### config.mk
export PLATFORM = sky130hd
export DESIGN_NAME = rf_write_arbiter_flat
export DESIGN_NICKNAME = d
export VERILOG_FILES = /design/src/rtl/rf_write_arbiter_if.sv /design/src/rtl/rf_write_arbiter.sv /design/src/flat_wrapper.sv
export SDC_FILE = /design/constraint.sdc
export NUM_CORES = 1
export LEC_CHECK = 0
export ABC_AREA = 0
export CAP_MARGIN = 0
export CORE_ASPECT_RATIO = 0.6
export CORE_MARGIN = 3
export CORE_UTILIZATION = 30
export CTS_CLUSTER_DIAMETER = 60
export DETAILED_ROUTE_END_ITERATION = 8
export GPL_TIMING_DRIVEN = 0
export PLACE_DENSITY = 0.49
export SLEW_MARGIN = 40
export SYNTH_ARGS = -nofsm -noshare
export SYNTH_HDL_FRONTEND = slang
export SYNTH_SLANG_ARGS = --single-unit
### constraint.sdc
create_clock -name clk -period 6.25 [get_ports clk]
set_input_delay 1.5625 -clock clk [delete_from_list [all_inputs] [get_ports clk]]
set_output_delay 1.5625 -clock clk [all_outputs]
set_load 0.01 [all_outputs]
### src/rtl/rf_write_arbiter_if.sv
// Writeback / MDU / register-file write-port bundle for rf_write_arbiter.
interface rf_write_arbiter_if #(
    parameter int unsigned DEPTH = 4,
    parameter int unsigned PTR_W = $clog2(DEPTH)
);
    // Writeback stage request (absolute priority, never stalled)
    logic             wb_we;
    logic [4:0]       wb_addr;
    logic [31:0]      wb_data;

    // MDU result handshake
    logic             mdu_valid;
    logic [4:0]       mdu_addr;
    logic [31:0]      mdu_data;
    logic             mdu_ready;

    // Register file write port
    logic             rf_we;
    logic [4:0]       rf_addr;
    logic [31:0]      rf_wd;

    // Status towards decode / observability
    logic [31:0]      rf_pending;
    logic [PTR_W:0]   fifo_count;

    // Arbiter side
    modport slave (
        input  wb_we, wb_addr, wb_data,
        input  mdu_valid, mdu_addr, mdu_data,
        output mdu_ready,
        output rf_we, rf_addr, rf_wd,
        output rf_pending, fifo_count
    );

    // Requester / environment side
    modport master (
        output wb_we, wb_addr, wb_data,
        output mdu_valid, mdu_addr, mdu_data,
        input  mdu_ready,
        input  rf_we, rf_addr, rf_wd,
        input  rf_pending, fifo_count
    );
endinterface

### src/rtl/rf_write_arbiter.sv
// Shares the single register-file write port between writeback (priority)
// and the MDU, which is buffered in a small in-order FIFO with WAW kill.
module rf_write_arbiter #(
    parameter int unsigned DEPTH = 4,
    parameter int unsigned PTR_W = $clog2(DEPTH)
) (
    input  logic                 clk,
    input  logic                 rst_n,
    rf_write_arbiter_if.slave    bus
);

    localparam int unsigned CNT_W = PTR_W + 1;
    localparam int unsigned AW    = 5;
    localparam int unsigned DW    = 32;
    localparam int unsigned NREG  = 32;

    typedef struct packed {
        logic          valid;
        logic [AW-1:0] addr;
        logic [DW-1:0] data;
    } entry_t;

    entry_t             mem_q [DEPTH];
    entry_t             mem_d [DEPTH];
    logic [PTR_W-1:0]   rd_ptr_q, rd_ptr_d;
    logic [PTR_W-1:0]   wr_ptr_q, wr_ptr_d;
    logic [CNT_W-1:0]   count_q,  count_d;
    logic               ready_q,  ready_d;
    logic [NREG-1:0]    pending_q, pending_d;

    logic               wb_active;
    logic               fifo_empty;
    entry_t             head;
    logic               head_live;
    logic               use_head;
    logic               bypass;
    logic               pop;
    logic               accept;
    logic               enq;

    // Request decode shared by the port mux and the FIFO next-state logic
    always_comb begin
        wb_active  = bus.wb_we & (bus.wb_addr != '0);
        fifo_empty = (count_q == '0);
        head       = mem_q[rd_ptr_q];
        head_live  = ~fifo_empty & head.valid;
        use_head   = ~wb_active & head_live;
        bypass     = ~wb_active & fifo_empty & bus.mdu_valid & (bus.mdu_addr != '0);
        // A killed head leaves without the port, even while writeback owns it
        pop        = ~fifo_empty & (use_head | ~head.valid);
        accept     = bus.mdu_valid & ready_q;
        // Writeback to the same register makes the incoming result stale
        enq        = accept & ~bypass & (bus.mdu_addr != '0)
                   & ~(wb_active & (bus.mdu_addr == bus.wb_addr));
    end

    // Write-port mux: writeback, then FIFO head, then empty-FIFO bypass
    always_comb begin
        bus.rf_we   = 1'b0;
        bus.rf_addr = '0;
        bus.rf_wd   = '0;
        if (wb_active) begin
            bus.rf_we   = 1'b1;
            bus.rf_addr = bus.wb_addr;
            bus.rf_wd   = bus.wb_data;
        end else if (head_live) begin
            bus.rf_we   = 1'b1;
            bus.rf_addr = head.addr;
            bus.rf_wd   = head.data;
        end else if (bypass) begin
            bus.rf_we   = 1'b1;
            bus.rf_addr = bus.mdu_addr;
            bus.rf_wd   = bus.mdu_data;
        end
    end

    // FIFO next state: kill matching entries, retire head, append new result
    always_comb begin
        for (int i = 0; i < int'(DEPTH); i++) begin
            mem_d[i] = mem_q[i];
            if (wb_active && mem_q[i].valid && (mem_q[i].addr == bus.wb_addr)) begin
                mem_d[i].valid = 1'b0;
            end
        end
        if (pop) begin
            mem_d[rd_ptr_q].valid = 1'b0;
        end
        if (enq) begin
            mem_d[wr_ptr_q].valid = 1'b1;
            mem_d[wr_ptr_q].addr  = bus.mdu_addr;
            mem_d[wr_ptr_q].data  = bus.mdu_data;
        end
        rd_ptr_d = rd_ptr_q + PTR_W'(pop);
        wr_ptr_d = wr_ptr_q + PTR_W'(enq);
        count_d  = count_q + CNT_W'(enq) - CNT_W'(pop);
        // No same-cycle pop credit: ready follows the resulting occupancy
        ready_d  = (count_d != CNT_W'(DEPTH));
    end

    // Pending vector built from the next queue contents so it is registered
    always_comb begin
        pending_d = '0;
        for (int i = 0; i < int'(DEPTH); i++) begin
            if (mem_d[i].valid) begin
                pending_d[mem_d[i].addr] = 1'b1;
            end
        end
        pending_d[0] = 1'b0;
    end

    // State registers; reset discards all queued results
    always_ff @(posedge clk or negedge rst_n) begin
        if (!rst_n) begin
            for (int i = 0; i < int'(DEPTH); i++) begin
                mem_q[i] <= '0;
            end
            rd_ptr_q  <= '0;
            wr_ptr_q  <= '0;
            count_q   <= '0;
            ready_q   <= 1'b1;
            pending_q <= '0;
        end else begin
            for (int i = 0; i < int'(DEPTH); i++) begin
                mem_q[i] <= mem_d[i];
            end
            rd_ptr_q  <= rd_ptr_d;
            wr_ptr_q  <= wr_ptr_d;
            count_q   <= count_d;
            ready_q   <= ready_d;
            pending_q <= pending_d;
        end
    end

    assign bus.mdu_ready  = ready_q;
    assign bus.rf_pending = pending_q;
    assign bus.fifo_count = count_q;

endmodule

### src/flat_wrapper.sv
// flat-port wrapper written by rule: the top's interface ports become plain ports
module rf_write_arbiter_flat 
#(
    parameter int unsigned DEPTH = 4,
    parameter int unsigned PTR_W = $clog2(DEPTH)
)
  (clk, rst_n, bus_wb_we, bus_wb_addr, bus_wb_data, bus_mdu_valid, bus_mdu_addr, bus_mdu_data, bus_mdu_ready, bus_rf_we, bus_rf_addr, bus_rf_wd, bus_rf_pending, bus_fifo_count);
  rf_write_arbiter_if #(.DEPTH(DEPTH), .PTR_W(PTR_W)) bus_i ();
  input  logic clk;
  input  logic rst_n;
  input wire logic [$bits(bus_i.wb_we)-1:0] bus_wb_we;
  input wire logic [$bits(bus_i.wb_addr)-1:0] bus_wb_addr;
  input wire logic [$bits(bus_i.wb_data)-1:0] bus_wb_data;
  input wire logic [$bits(bus_i.mdu_valid)-1:0] bus_mdu_valid;
  input wire logic [$bits(bus_i.mdu_addr)-1:0] bus_mdu_addr;
  input wire logic [$bits(bus_i.mdu_data)-1:0] bus_mdu_data;
  output wire logic [$bits(bus_i.mdu_ready)-1:0] bus_mdu_ready;
  output wire logic [$bits(bus_i.rf_we)-1:0] bus_rf_we;
  output wire logic [$bits(bus_i.rf_addr)-1:0] bus_rf_addr;
  output wire logic [$bits(bus_i.rf_wd)-1:0] bus_rf_wd;
  output wire logic [$bits(bus_i.rf_pending)-1:0] bus_rf_pending;
  output wire logic [$bits(bus_i.fifo_count)-1:0] bus_fifo_count;
  assign bus_i.wb_we = bus_wb_we;
  assign bus_i.wb_addr = bus_wb_addr;
  assign bus_i.wb_data = bus_wb_data;
  assign bus_i.mdu_valid = bus_mdu_valid;
  assign bus_i.mdu_addr = bus_mdu_addr;
  assign bus_i.mdu_data = bus_mdu_data;
  assign bus_mdu_ready = bus_i.mdu_ready;
  assign bus_rf_we = bus_i.rf_we;
  assign bus_rf_addr = bus_i.rf_addr;
  assign bus_rf_wd = bus_i.rf_wd;
  assign bus_rf_pending = bus_i.rf_pending;
  assign bus_fifo_count = bus_i.fifo_count;
  rf_write_arbiter #(.DEPTH(DEPTH), .PTR_W(PTR_W)) u_core (.clk(clk), .rst_n(rst_n), .bus(bus_i));
endmodule
==> flow_summary.toml <==
[clock_network]
numCtsBuffers = 17
clk_pin_slew_ns = 0.07
cts_hold_buf = 0
cts_setup_buffers = 0
worstSkewPairLatency_ns = 0.45
htree_levels = 4
cts.sinks = 191
cts_root_buf = "clkbuf_16"
ctsLongestPathBuffers = 2
cts_tree = "yes"
cts_resized = 4

[global_routing]
grt-ovfl-total = 0
grt_max_degree = 72
antenna_found_initial = 4
grt_pass1_wl_mm = 52.0
grt_pass1_vias = 8227
gr-usage-all-layers_pct = 18.6

[synthesis]
yosys_register_bits = 191
synth_nets = 1014
synth_adder_area_share_pct = 0.670
synthXorXnorAreaFrac_pct = 2.43
synth_edf_count = 0
synthMuxAreaShare_pct = 20.8
yosysUniqueCellTypes = 55
synth_compound_area_share_pct = 9.27
yosys.area.top_type_share_pct = 45.5
synthesis.area_um2 = 10500
syn_avg_cell_area_um2 = 11.2
yosysSeqAreaShare_pct = 45.7
synth_top_family_by_area = "multiplexers"
yosys.area.top_type = "dfrtp_1"
syn_inst = 931
yosys-top-cells-area = "dfrtp_1 (45%), mux4_2 (8.2%), mux2_2 (7.8%)"
synthArstFlopShare_pct = 100
ys.flop_type = "dfrtp_1"
yosysWarnings = 0
yosys.area_share.simple_pct = 17.0

[finish]
layout.cells.non_filler = 1572
final_nets = 1180
drive_gt1_share_pct = 20.9
area_growth_pct = 26.3
fin_util_pct = 38.8
num-fill-cells = 3326

[power_and_ir_drop]
p_seq_share_pct = 32.8
ir_worst_vdd_mv = 0.250
power_frac_comb_pct = 50.8
p_per_area_nw_per_um2 = 495
p_leak_uw = 0.00550
p_int_uw = 3970
power_frac_clock_pct = 16.4
p_switching_uw = 2570
power_uw = 6540
swShare_pct = 39.3

[min_path]
hp-class = "reg2reg"

[sta]
tightestPinTransition_ns = 0.825
drv_slew = 0
slew_headroom_pct = 44.7
final_hold_viol_count = 0
fin_crit_sh_pct = 97.7
fin_crit_ns = 6.10
fin_ws_ns = 0.146
holdWs_ns = 0.475
finalSetupViolCount = 0
max_freq_ghz = 0.164
skew_ns = 0.0152
rsz0062_at_grt = "false"

[worst_setup_path]
timing.rr.end = "u_core.bus.mdu_ready$_DFF_PN1_"
worstPathRequired_ns = 4.69
cp-end-kind = "output port"
r2r_slack_ns = 3.08
critPathMaxFanout = 10
cp-endpoint = "bus_rf_addr[1]"
critPathArrivalTime_ns = 4.54
startpoint = "bus_wb_addr[3]"
start_kind = "input port"
rr_worst_depth = 11
r2r_start = "u_core.rd_ptr_q[0]$_DFF_PN0_"
critPathKind = "in2out"

[place]
place.gp.congestion = 0.871
preCtsSetupSlack_ns = -0.146
dp_hpwl_mm = 24.6
numPortBuffers = 144
dp_cells = 1537

[floorplan]
die_h_um = 151
rows = 52
start_util_pct = 30.7
io_pins = 152
die_area_um2 = 37200
fp.dieW_um = 247
core_area_um2 = 34000

[route]
vias = 8185
drc = 0
vias_per_cell = 5.21
wl_per_cell_um = 21.6
final_antenna_net_count = 0
dr.pass1.iters = 6
wl_mm = 33.9
drt_iter0_drc = 702

[run]
drv_cap = 0

[status]
status = "complete, no violations"
## cell usage after synthesis, drive strengths merged (7+ instances only)
library cell  count
nand3            44
mux2            111
nor3b            17
nand2           158
clkbuf           49
xnor2            16
nor2             76
o21ai             7
mux4             38
a221oi           32
nor3             18
inv               8
dfrtp           190
xor2             13
buf              30
a22oi            67
## sequential cells by signal, summed over array words and instances (netlist names)
register and flops:
u_core.bus.fifo_count 3, u_core.bus.mdu_ready 1, u_core.bus.rf_pending 31, u_core.mem_q 152, u_core.rd_ptr_q 2, u_core.wr_ptr_q 2
## critical path: stages
cell and delay (ns):
buf_2 0.17, or4_4 0.56, o21a_1 0.23, buf_2 0.23, clkbuf_1 0.32, clkbuf_1 0.37
o21ai_0 0.45, clkdlybuf4s50_1 0.62
## how the worst min path moves through the flow
stage                                             start                             to  slack (ns)  cells after the start
after floorplan           u_core.mem_q[114]$_DFFE_PN0P_  u_core.mem_q[114]$_DFFE_PN0P_        0.44                      2
after global placement    u_core.mem_q[119]$_DFFE_PN0P_  u_core.mem_q[119]$_DFFE_PN0P_        0.45                      2
after detailed placement  u_core.mem_q[127]$_DFFE_PN0P_  u_core.mem_q[127]$_DFFE_PN0P_        0.46                      2
after CTS                 u_core.mem_q[116]$_DFFE_PN0P_  u_core.mem_q[116]$_DFFE_PN0P_        0.48                      2
after global routing      u_core.mem_q[116]$_DFFE_PN0P_  u_core.mem_q[116]$_DFFE_PN0P_        0.50                      2
final                     u_core.mem_q[118]$_DFFE_PN0P_  u_core.mem_q[118]$_DFFE_PN0P_        0.47                      2
## final cells by class
| cell class | instances | area (um2) | share of cell area [%] |
|---|---|---|---|
| Multi-Input combinational cell | 653 | 5320 | 40.2 |
| Tap cell | 459 | 574 | 4.35 |
| Buffer | 79 | 409 | 3.10 |
| Sequential cell | 191 | 4780 | 36.2 |
| Clock buffer | 21 | 470 | 3.56 |
| Clock inverter | 11 | 97.6 | 0.739 |
| Inverter | 8 | 30.0 | 0.227 |
| Timing Repair Buffer | 147 | 1530 | 11.6 |
| Antenna cell | 3 | 7.51 | 0.0568 |
## cells by family after synthesis
logic type,Yosys count
other cells,1
fa+ha+maj,5
flops,191
simple gates,354
buf+inv,87
compound gates,115
mux,149
xor+xnor,29
## per-layer routing
metal | vias to the layer above | track usage (%) | wire length [um]
met4 | 0 | 4.31 | 344
li1 | 3710 | - | -
met2 | 281 | 25.7 | 14100
met5 | - | 0 | 0
met3 | 33 | 5.57 | 2610
met1 | 4161 | 28.2 | 16800
## metrics by stage
| step | area (um2) | setup TNS, ns |
|---|---|---|
| 2_1_floorplan | 10500 | 0 |
| 3_3_place_gp | 12500 | -934.93 |
| 3_5_place_dp | 12600 | -1.83 |
| 4_1_cts | 13200 | 0 |
| 5_1_grt | 13200 | 0 |
| 6_report | 13200 | 0 |
## cells in the final DEF, fill, tap and decap left out, drive strengths merged, types with 5 or more instances in the layout
master	count
clkbuf	70
a221oi	32
dfrtp	190
xor2	13
nor3b	17
clkinv	5
inv	14
xnor2	16
buf	34
mux4	38
nand2	158
mux2	111
nor4b	5
a22oi	67
o21ai	7
and3	6
clkdlybuf4s50	143
nand3	44
nor4	6
and3b	6
nor2	76
nor3	18
## power by group through the flow
stage,Combinational (uW),Sequential [uW],Clock (uW)
final,3320,2150,1070
after global routing,3600,2220,1160
after CTS,3300,2140,1110
after detailed placement,3280,2160,0
after global placement,3230,2160,0
after floorplan,2160,2090,0
Power figures use the tool's default switching activity.
